--- src/rtl/reaper_pkg.sv ---
// Shared types and constants for the Reaper program-counter sequencer.
// Holds the run-state encoding and the error codes shown on the error LED path.
package reaper_pkg;

    typedef enum logic [1:0] {
        ST_RUN    = 2'd0,
        ST_HALTED = 2'd1,
        ST_ERROR  = 2'd2
    } pc_state_e;

    localparam logic [1:0] ERR_NONE = 2'b00;
    localparam logic [1:0] ERR_OVF  = 2'b01;
    localparam logic [1:0] ERR_UNF  = 2'b10;
    localparam logic [1:0] ERR_RETI = 2'b11;

endpackage : reaper_pkg

--- src/rtl/reaper_return_stack.sv ---
// Hardware return-address LIFO for the Reaper PC unit.
// The pointer register doubles as the occupancy count; overflowing pushes and underflowing pops are dropped.
module reaper_return_stack #(
    parameter int WIDTH = 8,
    parameter int DEPTH = 8
) (
    input  logic                   Clock,
    input  logic                   Reset,
    input  logic                   Push,
    input  logic                   Pop,
    input  logic [WIDTH-1:0]       Push_Data,
    output logic [WIDTH-1:0]       Top,
    output logic [$clog2(DEPTH):0] Count,
    output logic                   Full,
    output logic                   Empty
);

    localparam int AW = $clog2(DEPTH);
    localparam int CW = AW + 1;

    logic [WIDTH-1:0] mem_r [DEPTH];
    logic [CW-1:0]    ptr_r;
    logic             do_push_s;
    logic             do_pop_s;
    logic [AW-1:0]    top_idx_s;
    logic [AW-1:0]    wr_idx_s;

    assign Full      = (ptr_r == CW'(DEPTH));
    assign Empty     = (ptr_r == {CW{1'b0}});
    assign do_push_s = Push & ~Full;
    assign do_pop_s  = Pop & ~Empty & ~do_push_s;
    assign top_idx_s = AW'(ptr_r - CW'(1));
    assign wr_idx_s  = ptr_r[AW-1:0];
    assign Top       = mem_r[top_idx_s];
    assign Count     = ptr_r;

    // Stack pointer / occupancy count.
    always_ff @(posedge Clock or negedge Reset) begin
        if (!Reset) begin
            ptr_r <= {CW{1'b0}};
        end else if (do_push_s) begin
            ptr_r <= ptr_r + CW'(1);
        end else if (do_pop_s) begin
            ptr_r <= ptr_r - CW'(1);
        end
    end

    // Entry storage; contents are not cleared by reset.
    always_ff @(posedge Clock) begin
        if (do_push_s) begin
            mem_r[wr_idx_s] <= Push_Data;
        end
    end

endmodule : reaper_return_stack

--- src/rtl/reaper_pc_unit.sv ---
// Reaper program-counter sequencer: next-PC priority mux, run/halt/error FSM,
// saved interrupt PC and the shared return-address stack.
module reaper_pc_unit
    import reaper_pkg::*;
#(
    parameter int          PC_WIDTH     = 8,
    parameter int          STACK_DEPTH  = 8,
    parameter int unsigned RESET_VECTOR = 32'd0,
    parameter int unsigned INT_VECTOR   = 32'h0000_00F0
) (
    input  logic                         Clock,
    input  logic                         Reset,
    input  logic                         Step_En,
    input  logic                         Halt,
    input  logic                         Resume,
    input  logic                         Branch_Taken,
    input  logic [PC_WIDTH-1:0]          Branch_Target,
    input  logic                         Jump,
    input  logic                         Call,
    input  logic [PC_WIDTH-1:0]          Jump_Target,
    input  logic                         Ret,
    input  logic                         Interrupt,
    input  logic                         Int_Return,
    output logic [PC_WIDTH-1:0]          PC,
    output logic [PC_WIDTH-1:0]          NextPC,
    output logic                         Halted,
    output logic                         Int_Active,
    output logic [$clog2(STACK_DEPTH):0] Stack_Count,
    output logic                         Err_Out,
    output logic [1:0]                   Err_Code
);

    localparam logic [PC_WIDTH-1:0] RESET_PC_C = PC_WIDTH'(RESET_VECTOR);
    localparam logic [PC_WIDTH-1:0] INT_PC_C   = PC_WIDTH'(INT_VECTOR);

    pc_state_e           state_r;
    pc_state_e           state_nxt_s;
    logic [PC_WIDTH-1:0] pc_r;
    logic [PC_WIDTH-1:0] pc_nxt_s;
    logic [PC_WIDTH-1:0] epc_r;
    logic [PC_WIDTH-1:0] epc_nxt_s;
    logic [PC_WIDTH-1:0] pc_inc_s;
    logic                int_active_r;
    logic                int_active_nxt_s;
    logic [1:0]          err_code_r;
    logic [1:0]          err_code_nxt_s;
    logic                halted_r;
    logic                err_out_r;
    logic                push_s;
    logic                pop_s;
    logic [PC_WIDTH-1:0] stack_top_s;
    logic                stack_full_s;
    logic                stack_empty_s;

    assign pc_inc_s = pc_r + PC_WIDTH'(1);

    reaper_return_stack #(
        .WIDTH (PC_WIDTH),
        .DEPTH (STACK_DEPTH)
    ) u_return_stack (
        .Clock     (Clock),
        .Reset     (Reset),
        .Push      (push_s),
        .Pop       (pop_s),
        .Push_Data (pc_inc_s),
        .Top       (stack_top_s),
        .Count     (Stack_Count),
        .Full      (stack_full_s),
        .Empty     (stack_empty_s)
    );

    // Next-state, next-PC and stack control; everything holds unless Step_En is high.
    always_comb begin
        state_nxt_s      = state_r;
        pc_nxt_s         = pc_r;
        epc_nxt_s        = epc_r;
        int_active_nxt_s = int_active_r;
        err_code_nxt_s   = err_code_r;
        push_s           = 1'b0;
        pop_s            = 1'b0;
        if (Step_En) begin
            case (state_r)
                ST_RUN: begin
                    // A fresh interrupt swallows the current instruction so it re-executes on return.
                    if (Interrupt && !int_active_r) begin
                        epc_nxt_s        = pc_r;
                        pc_nxt_s         = INT_PC_C;
                        int_active_nxt_s = 1'b1;
                    end else if (Int_Return) begin
                        if (int_active_r) begin
                            pc_nxt_s         = epc_r;
                            int_active_nxt_s = 1'b0;
                        end else begin
                            state_nxt_s    = ST_ERROR;
                            err_code_nxt_s = ERR_RETI;
                        end
                    end else if (Ret) begin
                        if (stack_empty_s) begin
                            state_nxt_s    = ST_ERROR;
                            err_code_nxt_s = ERR_UNF;
                        end else begin
                            pc_nxt_s = stack_top_s;
                            pop_s    = 1'b1;
                        end
                    end else if (Call) begin
                        if (stack_full_s) begin
                            state_nxt_s    = ST_ERROR;
                            err_code_nxt_s = ERR_OVF;
                        end else begin
                            pc_nxt_s = Jump_Target;
                            push_s   = 1'b1;
                        end
                    end else if (Jump) begin
                        pc_nxt_s = Jump_Target;
                    end else if (Branch_Taken) begin
                        pc_nxt_s = Branch_Target;
                    end else if (Halt) begin
                        state_nxt_s = ST_HALTED;
                    end else begin
                        pc_nxt_s = pc_inc_s;
                    end
                end
                ST_HALTED: begin
                    // Waking by interrupt returns past the HALT instruction.
                    if (Interrupt && !int_active_r) begin
                        state_nxt_s      = ST_RUN;
                        epc_nxt_s        = pc_inc_s;
                        pc_nxt_s         = INT_PC_C;
                        int_active_nxt_s = 1'b1;
                    end else if (Resume) begin
                        state_nxt_s = ST_RUN;
                        pc_nxt_s    = pc_inc_s;
                    end else begin
                        state_nxt_s = ST_HALTED;
                    end
                end
                ST_ERROR: begin
                    state_nxt_s = ST_ERROR;
                end
                default: begin
                    state_nxt_s    = ST_ERROR;
                    err_code_nxt_s = err_code_r;
                end
            endcase
        end else begin
            state_nxt_s = state_r;
        end
    end

    // Sequencer state registers; outputs are registered alongside the state.
    always_ff @(posedge Clock or negedge Reset) begin
        if (!Reset) begin
            state_r      <= ST_RUN;
            pc_r         <= RESET_PC_C;
            epc_r        <= {PC_WIDTH{1'b0}};
            int_active_r <= 1'b0;
            err_code_r   <= ERR_NONE;
            halted_r     <= 1'b0;
            err_out_r    <= 1'b0;
        end else begin
            state_r      <= state_nxt_s;
            pc_r         <= pc_nxt_s;
            epc_r        <= epc_nxt_s;
            int_active_r <= int_active_nxt_s;
            err_code_r   <= err_code_nxt_s;
            halted_r     <= (state_nxt_s == ST_HALTED);
            err_out_r    <= (state_nxt_s == ST_ERROR);
        end
    end

    assign PC         = pc_r;
    assign NextPC     = pc_inc_s;
    assign Halted     = halted_r;
    assign Int_Active = int_active_r;
    assign Err_Out    = err_out_r;
    assign Err_Code   = err_code_r;

endmodule : reaper_pc_unit

--- config.mk ---
export PLATFORM = sky130hd
export DESIGN_NAME = reaper_pc_unit
export DESIGN_NICKNAME = d
export VERILOG_FILES = /design/src/rtl/reaper_pkg.sv /design/src/rtl/reaper_return_stack.sv /design/src/rtl/reaper_pc_unit.sv
export SDC_FILE = /design/constraint.sdc
export NUM_CORES = 1
export LEC_CHECK = 0
export ABC_AREA = 1
export BUFFER_PORTS_ARGS = -buffer_cell sky130_fd_sc_hd__clkbuf_2
export CORE_MARGIN = 2
export CORE_UTILIZATION = 53
export CTS_CLUSTER_DIAMETER = 40
export DETAILED_ROUTE_END_ITERATION = 7
export MAX_ROUTING_LAYER = met4
export PLACE_DENSITY_LB_ADDON = 0.2
export SYNTH_ARGS = -nofsm -noshare
export SYNTH_HDL_FRONTEND = slang
export SYNTH_SLANG_ARGS = --single-unit
--- constraint.sdc ---
create_clock -name Clock -period 2.7 [get_ports Clock]
set_clock_uncertainty 0.2 [all_clocks]
set_input_delay 0.54 -clock Clock [delete_from_list [all_inputs] [get_ports Clock]]
set_output_delay 0.54 -clock Clock [all_outputs]
set_load 0.02 [all_outputs]
# Word-level counts from Yosys, hierarchy flattened
# Memories as Yosys holds them, arrays and structs flattened.
# Cells that the tools add are included.
[op_classes]
addsub = 3
eq_ne = 14
mux = 57
bitwise_logic = 7
n_reduce_logical = 12
[op_table]
columns = ["op", "count"]
rows = [
  ["$mux W8", 14],
  ["$mux W2", 17],
  ["$pmux W8 S2", 2],
  ["$mux W1", 20],
  ["$reduce_and A7 Y1", 2],
  ["$add A8 B1 Y8 const B", 1],
  ["$mux W4", 2],
  ["$ne A8 B8 Y1 const B", 1],
  ["$reduce_and A4 Y1", 2],
  ["$ne A2 B2 Y1 const B", 3],
  ["$ne A3 B3 Y1 const B", 2],
  ["$ne A6 B6 Y1 const B", 1],
  ["$reduce_bool A3 Y1", 2],
  ["$ne A5 B5 Y1 const B", 1],
  ["$add A4 B1 Y4 const B", 1],
  ["$eq A2 B1 Y1 const B", 2],
  ["$eq A4 B4 Y1 const B", 1],
  ["$logic_not A4 Y1", 1],
  ["$ne A4 B4 Y1 const B", 1],
  ["$not A1 Y1", 4],
  ["$pmux W2 S2", 1],
  ["$reduce_bool A2 Y1", 2],
  ["$sub A4 B1 Y4 const B", 1],
  ["$and A1 B1 Y1", 3],
  ["6 further kinds", 6],
]
[totals]
register_bits = 27
mem_bits_rw = 64
in_bits = 27
out_inout_bits = 25
n_memories = 1
[mem_list]
columns = ["name", "words", "word_bits", "rd", "rd_ports_with_merged_regs", "write_ports", "line", "text"]
rows = [
  ["u_return_stack.mem_r", 8, 8, 1, 0, 1, "reaper_return_stack.sv:21", "logic [WIDTH-1:0] mem_r [DEPTH];"],
]

# Longest topological paths before layout
# Gate-level depths: netlist of run 1.
[depth]
depth_word = 13
mapped_depth = 13
depth_no_buf = 11

# Hierarchy
# A second synthesis of run 1 with hierarchy kept.
[unflattened]
hier_cells = 516
hier_area_um2 = 4610.7
[by_module_without_submodules]
columns = ["module", "instances", "cells_per_inst", "area_each_um2"]
rows = [
  ["reaper_return_stack", 1, 249, 2865.2],
  ["reaper_pc_unit", 1, 267, 1745.4],
]

# Worst setup path before layout of run 1
# Ideal clock, no wire load.
[synth_path]
path_kind = "reg2reg"
from = "reg u_return_stack.ptr_r[0] (netlist: u_return_stack.Count[0])"
to = "mem u_return_stack.mem_r[1][0], enable pin"
setup_time_ps = 383
t_arrival_ps = 2230
required_ps = 2117
path_slack_ps = -114
stages_incl_launch_ff = 10
path_buffers = 2
path_cell_list = "dfrtp_1 > buf_2 > inv_2 > buf_2 > ha_1 > nand3_1 > nand4_2 > inv_2 > nand2_1 > nor3_1"
[synth_via]
elab_chain_len = 11
word_cells_on_any_way = 12
classes_between = "eq/ne: 1; mux: 9; bitwise: 2"
[synth_lines]
columns = ["item", "line", "text"]
rows = [
  ["start, declared", "reaper_return_stack.sv:22", "logic [CW-1:0] ptr_r;"],
  ["start signal, assigned", "reaper_return_stack.sv:40", "ptr_r <= {CW{1'b0}};"],
  ["start signal, assigned", "reaper_return_stack.sv:42", "ptr_r <= ptr_r + CW'(1);"],
  ["start signal, assigned", "reaper_return_stack.sv:44", "ptr_r <= ptr_r - CW'(1);"],
  ["$eq A4 B4 Y1", "reaper_return_stack.sv:28", "assign Full = (ptr_r == CW'(DEPTH));"],
  ["$mux W1", "reaper_pc_unit.sv:106", "if (stack_full_s) begin"],
  ["$mux W1", "reaper_pc_unit.sv:105", "end else if (Call) begin"],
  ["$mux W1", "reaper_pc_unit.sv:97", "end else if (Ret) begin"],
  ["$mux W1", "reaper_pc_unit.sv:89", "end else if (Int_Return) begin"],
  ["$mux W1", "reaper_pc_unit.sv:85", "if (Interrupt && !int_active_r) begin"],
  ["$mux W1", "reaper_pc_unit.sv:82", "case (state_r)"],
  ["$mux W1", "reaper_pc_unit.sv:81", "if (Step_En) begin"],
  ["$and A1 B1 Y1", "reaper_return_stack.sv:30", "assign do_push_s = Push & ~Full;"],
  ["$mux W1", "reaper_return_stack.sv:50", "if (do_push_s) begin"],
  ["$mux W1 (not written as such)", "reaper_return_stack.sv:51", "mem_r[wr_idx_s] <= Push_Data;"],
  ["end, declared", "reaper_return_stack.sv:21", ""],
]
# Several ways; a longest one is shown, not always the timed one.

# Worst setup path in the final report of run 1
[layout_path]
from = "reg pc_r[1] (netlist: PC[1])"
to = "out NextPC[2]"
[layout_via]
elab_chain_len = 1
[layout_lines]
columns = ["item", "line", "text"]
rows = [
  ["start, declared", "reaper_pc_unit.sv:38", "logic [PC_WIDTH-1:0] pc_r;"],
  ["start signal, assigned", "reaper_pc_unit.sv:162", "pc_r <= pc_nxt_s;"],
  ["$add A8 B1 Y8", "reaper_pc_unit.sv:55", "assign pc_inc_s = pc_r + PC_WIDTH'(1);"],
  ["end, declared", "reaper_pc_unit.sv:25", "output logic [PC_WIDTH-1:0] NextPC,"],
]
# No other way between the ends.

==> run_results.csv, run 1 <==
group,metric,value,unit
status,status,"finished, final reports clean",
pwr,p_clk_share,15.2,%
placed_design,io_buffers,51,
synthesis,netlist_area,0.00456,sq mm
setup_path,start_kind,"flip-flop",
global_routing,gr-usage-met1,37.1,%
cells_and_area,n_antenna_cell,0,
setup_path,cp-end-kind,"primary output",
cells_and_area,multi_input_area,0.00173,sq mm
sta,slew_viol_final,0,
synthesis,ys_ff_latch,91,
clock_network,clk_latency,0.37,ns
placed_design,placed_cells,668,
synthesis,synth_area_per_cell,9.03,sq um
setup_path,required,1.96,ns
detailed_routing,vias,3816,
synthesis,synth_top_area_share,42.1,%
worst_hold_path,min_path_type,"in -> async",
cells_and_area,layout.cell_area.non_filler,0.00525,sq mm
global_routing,grt.overflow.total,0,
die,core_area,0.00830,sq mm
global_routing,use_met3,4.62,%
clock_network,ctsRootBufferMaster,"clkbuf_8",
synthesis,synth-edff-count,64,
pwr,power,5.94,mW
pwr,p_per_area,1130,mW/mm^2
die,io_pins,52,
cells_and_area,layout-drive-gt1-share,22.3,%
setup_path,worst-setup-path-type,"reg -> out",
setup_path,slowest_delay,0.46,ns
pwr,leakage,2.26,nW
clock_network,cts_tree,"built",
sta,whs,0.00740,ns
flow_run,drv_cap,0,
pwr,p_int,3.18,mW
global_routing,grt_start_max_net_pins,38,
clock_network,cts_max_level,3,
global_routing,grt_use_met2,39.0,%
setup_path,r2r-start,"u_return_stack.Count[1]",
clock_network,clock-sinks,91,
cells_and_area,nNetsFinal,607,
cells_and_area,instances_no_fill,687,
pwr,pwr-share-seq,35.1,%
sta,max-slew-margin-rel,50.2,%
setup_path,slowest_stage,"dfrtp_2",
detailed_routing,via_per_inst,5.55,
global_routing,grt_use_total,26.6,%
sta,fmax,391,MHz
sta,hold_viol,0,
synthesis,synth-main-ff-cell,"edfxtp_1",
global_routing,grt_pass1_vias,3605,
detailed_routing,drc_errors,0,
clock_network,cts_buffer_depth,2,
setup_path,cp_max_fo,10,
die,rows,33,
synthesis,synth_common_cells,"nand2_1 (123), nor2_1 (66), edfxtp_1 (64)",
pwr,power_frac_comb,49.6,%
synthesis,ys_types,34,
setup_path,cp.arrival,1.82,ns
synthesis,synth.area.top_cells,"edfxtp_1 (42%), dfrtp_1 (15%), nand2_1 (10%), nand3_1 (6.5%), nor2_1 (5.4%)",
placed_design,placed_area,0.00503,sq mm
global_routing,grt_first_pass_wirelength,18.8,mm
sta,finalCritPeriodShare,94.8,%
sta,worst_pin_slew,0.747,ns
pwr,ir_worst_vdd,0.694,mV
die,initial_core_util,55.0,%
cells_and_area,seq_area,0.00260,sq mm
synthesis,yosys.area.top_type,"edfxtp_1",
sta,period_needed,2.56,ns
synthesis,ys_async_sr_fraction,29.7,%
synthesis,yosysWarnings,0,
cells_and_area,syn_to_final_growth,15.1,%
synthesis,syn_inst,505,
sta,rsz0062_at_grt,"false",
setup_path,worstSetupStartpoint,"PC[1]",
clock_network,cts_buffers,9,
global_routing,antenna_found_initial,0,
placed_design,dp_hpwl,8.29,mm
synthesis,yosys.cell_count.top_type,"nand2_1",
sta,fin_tns_setup,0,ns
detailed_routing,dr.pass1.iters,5,
placed_design,place_congestion,0.910,
setup_path,cp_top_family,"flip-flops",
die,die_area,0.00936,sq mm
detailed_routing,avgRoutedWirePerCell,17.1,um
sta,setup-violations-final,0,
synthesis,synth_seq_area_share,57.0,%
die,die_x,96.8,um
pwr,p_sw,2.77,mW
global_routing,grt-busiest-layer,"met2",
die,die_y,96.8,um
clock_network,clk_pin_slew,0.10,ns
detailed_routing,first_iter_violations,276,
setup_path,path_cells,"ha_1, or2_2, nand2_1, inv_1, clkbuf_2",
detailed_routing,finalWirelength,11.7,mm
detailed_routing,drtAntennaViolNets,0,
setup_path,critical_path_buf_inv_count,2,
synthesis,syn-num-nets,535,
pwr,switching_share,46.5,%
cells_and_area,fill_cells,704,
==> final timing paths <==
kind	to	slack, ns	cells after the start
setup / recovery	NextPC[2]	0.14	5
min in group Clock	state_r[0]	0.22	2
setup reg to reg	u_return_stack.mem_r[1][3]	0.48	8
max in group asynchronous	PC[1]	1.76	1
hold / removal	u_return_stack.Count[1]	0.007	1
hold reg to reg	epc_r[7]	0.29	2
==> cell usage in the layout (no fill, tap or decap), types with 3 or more instances in the layout <==
master / count
a21oi_2: 4
edfxtp_1: 64
nand3_1: 59
nor2_1: 66
clkbuf_2: 51
and2_1: 4
nor2_2: 9
nand2_2: 3
o21ai_0: 32
nor3_1: 8
clkbuf_8: 9
buf_4: 26
nand2_1: 123
inv_1: 31
ha_1: 3
a21oi_1: 25
nor2_4: 3
xor2_1: 4
inv_2: 6
dfrtp_1: 25
==> flip-flops by register name (all words and copies together), names as in the netlist <==
| register | count |
|---|---|
| u_return_stack.Count | 4 |
| Err_Out | 1 |
| Int_Active | 1 |
| epc_r | 8 |
| state_r | 2 |
| Halted | 1 |
| Err_Code | 2 |
| u_return_stack.mem_r | 64 |
| PC | 8 |
==> what timing repair did <==
action,4_1_cts,5_1_grt
hold buffers,0,0
resized for setup,0,2
setup buffers,0,3
endpoints found under the setup margin,0,2
==> stage by stage <==
step / setup slack [ns] / util, %
6_report: 0.139 / 63.3
5_1_grt: 0.0132 / 63.3
4_1_cts: 0.0813 / 63.0
3_5_place_dp: 0.372 / 60.6
3_3_place_gp: 0.437 / 60.6
2_1_floorplan: -0.114 / -
==> layout make-up <==
cell class | instances | area share [%]
sequential | 91 | 49.5
multi-input combinational | 360 | 32.9
timing repair buffer | 77 | 8.58
inverter | 38 | 2.74
tap | 105 | 2.50
clock buffer | 9 | 2.36
clock inverter | 7 | 1.36
==> power by group through the flow <==
stage / Combinational [mW] / Clock, mW / Sequential [mW]
after floorplan: 1.77 / 0 / 2.22
after global placement: 2.86 / 0 / 2.11
after detailed placement: 2.89 / 0 / 2.12
after CTS: 2.90 / 0.916 / 2.09
after global routing: 3.25 / 0.966 / 2.11
final: 2.95 / 0.906 / 2.09
==> kinds of logic after synthesis <==
group / share of synthesized area, %
xor+xnor: 1.12
simple gates: 27.9
fa+ha+maj: 0.823
buf+inv: 5.13
compound gates: 8.07
flops: 57.0
==> routing by layer <==
metal / part of all wire (%) / wire length [um]
met1: 43 / 5070
met2: 46 / 5350
met3: 8.0 / 939
met4: 3.1 / 364
met5: 0 / 0
(Power assumes the default switching activity.)
==> run 2: changes to the inputs <==
- CORE_UTILIZATION: 53 -> 50
==> run 2 against run 1 <==
Effect of this change:
- die area rose by 5.8%
- via count is 1.5% lower
- combinational power decreased by 5%
- sequential share of layout area rose by 0.32 points
- total power down 1.2%
- worst setup slack worse by 0.069 ns
- count of clock-buffer cells in the layout unchanged
- fmax fell by 2.6%
- global-route usage decreased by 1.8 points
- hold slack gained 0.0066 ns
- critical path type unchanged
- critical endpoint is now NextPC[4]
- largest cell class unchanged
- highest routed layer unchanged
==> run_results.csv, run 2 (same netlist as run 1, synthesis figures left out) <==
group,metric,value,unit
status,status,"finished, final reports clean",
setup_path,worst-setup-path-type,"reg -> out",
die,die_x,99.5,um
cells_and_area,layout-drive-gt1-share,21.6,%
pwr,p_per_area,1130,mW/mm^2
global_routing,grt-busiest-layer,"met2",
cells_and_area,fill_cells,759,
sta,rsz0062_at_grt,"true",
die,die_area,0.00990,sq mm
detailed_routing,finalWirelength,11.4,mm
global_routing,grt_pass1_vias,3628,
sta,fmax,380,MHz
sta,worst_pin_slew,0.744,ns
setup_path,cp.depth,5,
die,core_area,0.00876,sq mm
cells_and_area,layout_commonest_cell,"nand2_1",
die,initial_core_util,52.0,%
global_routing,grt_first_pass_wirelength,18.3,mm
worst_hold_path,min_path_type,"in -> async",
placed_design,place_congestion,0.918,
clock_network,cts_buffers,9,
setup_path,critical_path_buf_inv_count,1,
clock_network,ctsRootBufferMaster,"clkbuf_8",
clock_network,clk_pin_slew,0.10,ns
setup_path,rr_worst_depth,7,
cells_and_area,n_antenna_cell,0,
detailed_routing,drc_errors,0,
setup_path,cpMostUsedCell,"nand2_1",
cells_and_area,layout_common_cells,"nand2_1 (123), nor2_1 (65), edfxtp_1 (64)",
clock_network,cts_buffer_depth,2,
detailed_routing,via_per_inst,5.51,
die,die_y,99.5,um
sta,finalCritPeriodShare,97.4,%
setup_path,cp.arrival,1.89,ns
detailed_routing,drtAntennaViolNets,0,
sta,fin_tns_setup,0,ns
detailed_routing,vias,3760,
flow_run,drv_cap,0,
sta,period_needed,2.63,ns
pwr,power,5.87,mW
clock_network,clock-sinks,91,
setup_path,cp_max_fo,12,
sta,setup-violations-final,0,
setup_path,cp-end-kind,"primary output",
sta,slew_viol_final,0,
cells_and_area,largest_reg_flops,64,
sta,hold_viol,0,
setup_path,slowest_stage,"dfrtp_2",
die,io_pins,52,
cells_and_area,syn_to_final_growth,14.4,%
global_routing,use_met3,3.79,%
sta,max-slew-margin-rel,50.4,%
global_routing,grt.overflow.total,0,
global_routing,gr-usage-met1,33.3,%
setup_path,path_cells,"ha_1, nand2_1, o21ai_0, nand2_1, clkbuf_2",
setup_path,slowest_delay,0.46,ns
detailed_routing,avgRoutedWirePerCell,16.7,um
setup_path,required,1.96,ns
clock_network,cts_tree,"built",
pwr,leakage,2.24,nW
die,rows,34,
placed_design,io_buffers,51,
clock_network,cts_max_level,3,
setup_path,start_kind,"flip-flop",
detailed_routing,dr.pass1.iters,4,
global_routing,antenna_found_initial,0,
detailed_routing,first_iter_violations,246,
cells_and_area,nNetsFinal,600,
placed_design,dp_hpwl,8.02,mm
global_routing,grt_start_max_net_pins,38,
global_routing,grt_use_met2,38.4,%
cells_and_area,top_register,"u_return_stack.mem_r",
global_routing,grt_use_total,24.9,%
pwr,ir_worst_vdd,0.509,mV
sta,whs,0.0140,ns
clock_network,hold_buffers,0,
setup_path,cp_top_family,"simple AND/OR/NAND/NOR gates",
clock_network,clk_latency,0.37,ns
==> run 2: stage by stage <==
stage               std cells  instance area [sq um]  setup WS (ns)  util, %
floorplan                 505                   4560         -0.114        -
global placement          667                   5000          0.443     57.1
detailed placement        667                   5000          0.397     57.1
CTS                       683                   5210         0.0528     59.5
global route              683                   5220      -0.000694     59.5
finish                    683                   5220         0.0701     59.5
==> run 2: worst paths after layout <==
kind | from | to | slack (ns)
setup / recovery | PC[0] | NextPC[4] | 0.07
hold / removal | Reset | u_return_stack.Count[1] | 0.01
setup reg to reg | u_return_stack.Count[2] | u_return_stack.mem_r[3][2] | 0.33
hold reg to reg | Err_Code[0] | Err_Code[0] | 0.29
max in group asynchronous | Reset | PC[1] | 1.76
min in group Clock | Step_En | state_r[0] | 0.22
==> run 2: cell type report <==
| cell class | instances | area (sq um) | share of cell area [%] |
|---|---|---|---|
| well taps | 108 | 135 | 2.59 |
| clock buffers | 9 | 124 | 2.37 |
| multi-input cells | 360 | 1730 | 33.2 |
| inverters | 38 | 144 | 2.76 |
| repair buffers | 70 | 398 | 7.63 |
| clock inverters | 7 | 82.6 | 1.58 |
| flip-flops and latches | 91 | 2600 | 49.8 |
==> run 2: what timing repair did <==
item | 4_1_cts | 5_1_grt
gates resized for setup | 0 | 4
setup endpoints to repair | 0 | 3
buffers inserted | 0 | 0
==> run 2: power by group <==
group | internal [mW] | switching, mW | leakage, nW
Combinational | 0.866 | 1.93 | 1.24
Clock | 0.446 | 0.513 | 0.106
Sequential | 1.89 | 0.221 | 0.899
==> run 2: routing by layer <==
layer | part of all wire (%) | vias to the layer above | wire length (um)
met1 | 44 | 1764 | 4990
li1 | - | 1823 | -
met3 | 6.8 | 21 | 782
met4 | 2.1 | 0 | 235
met2 | 47 | 152 | 5420
met5 | 0 | - | 0
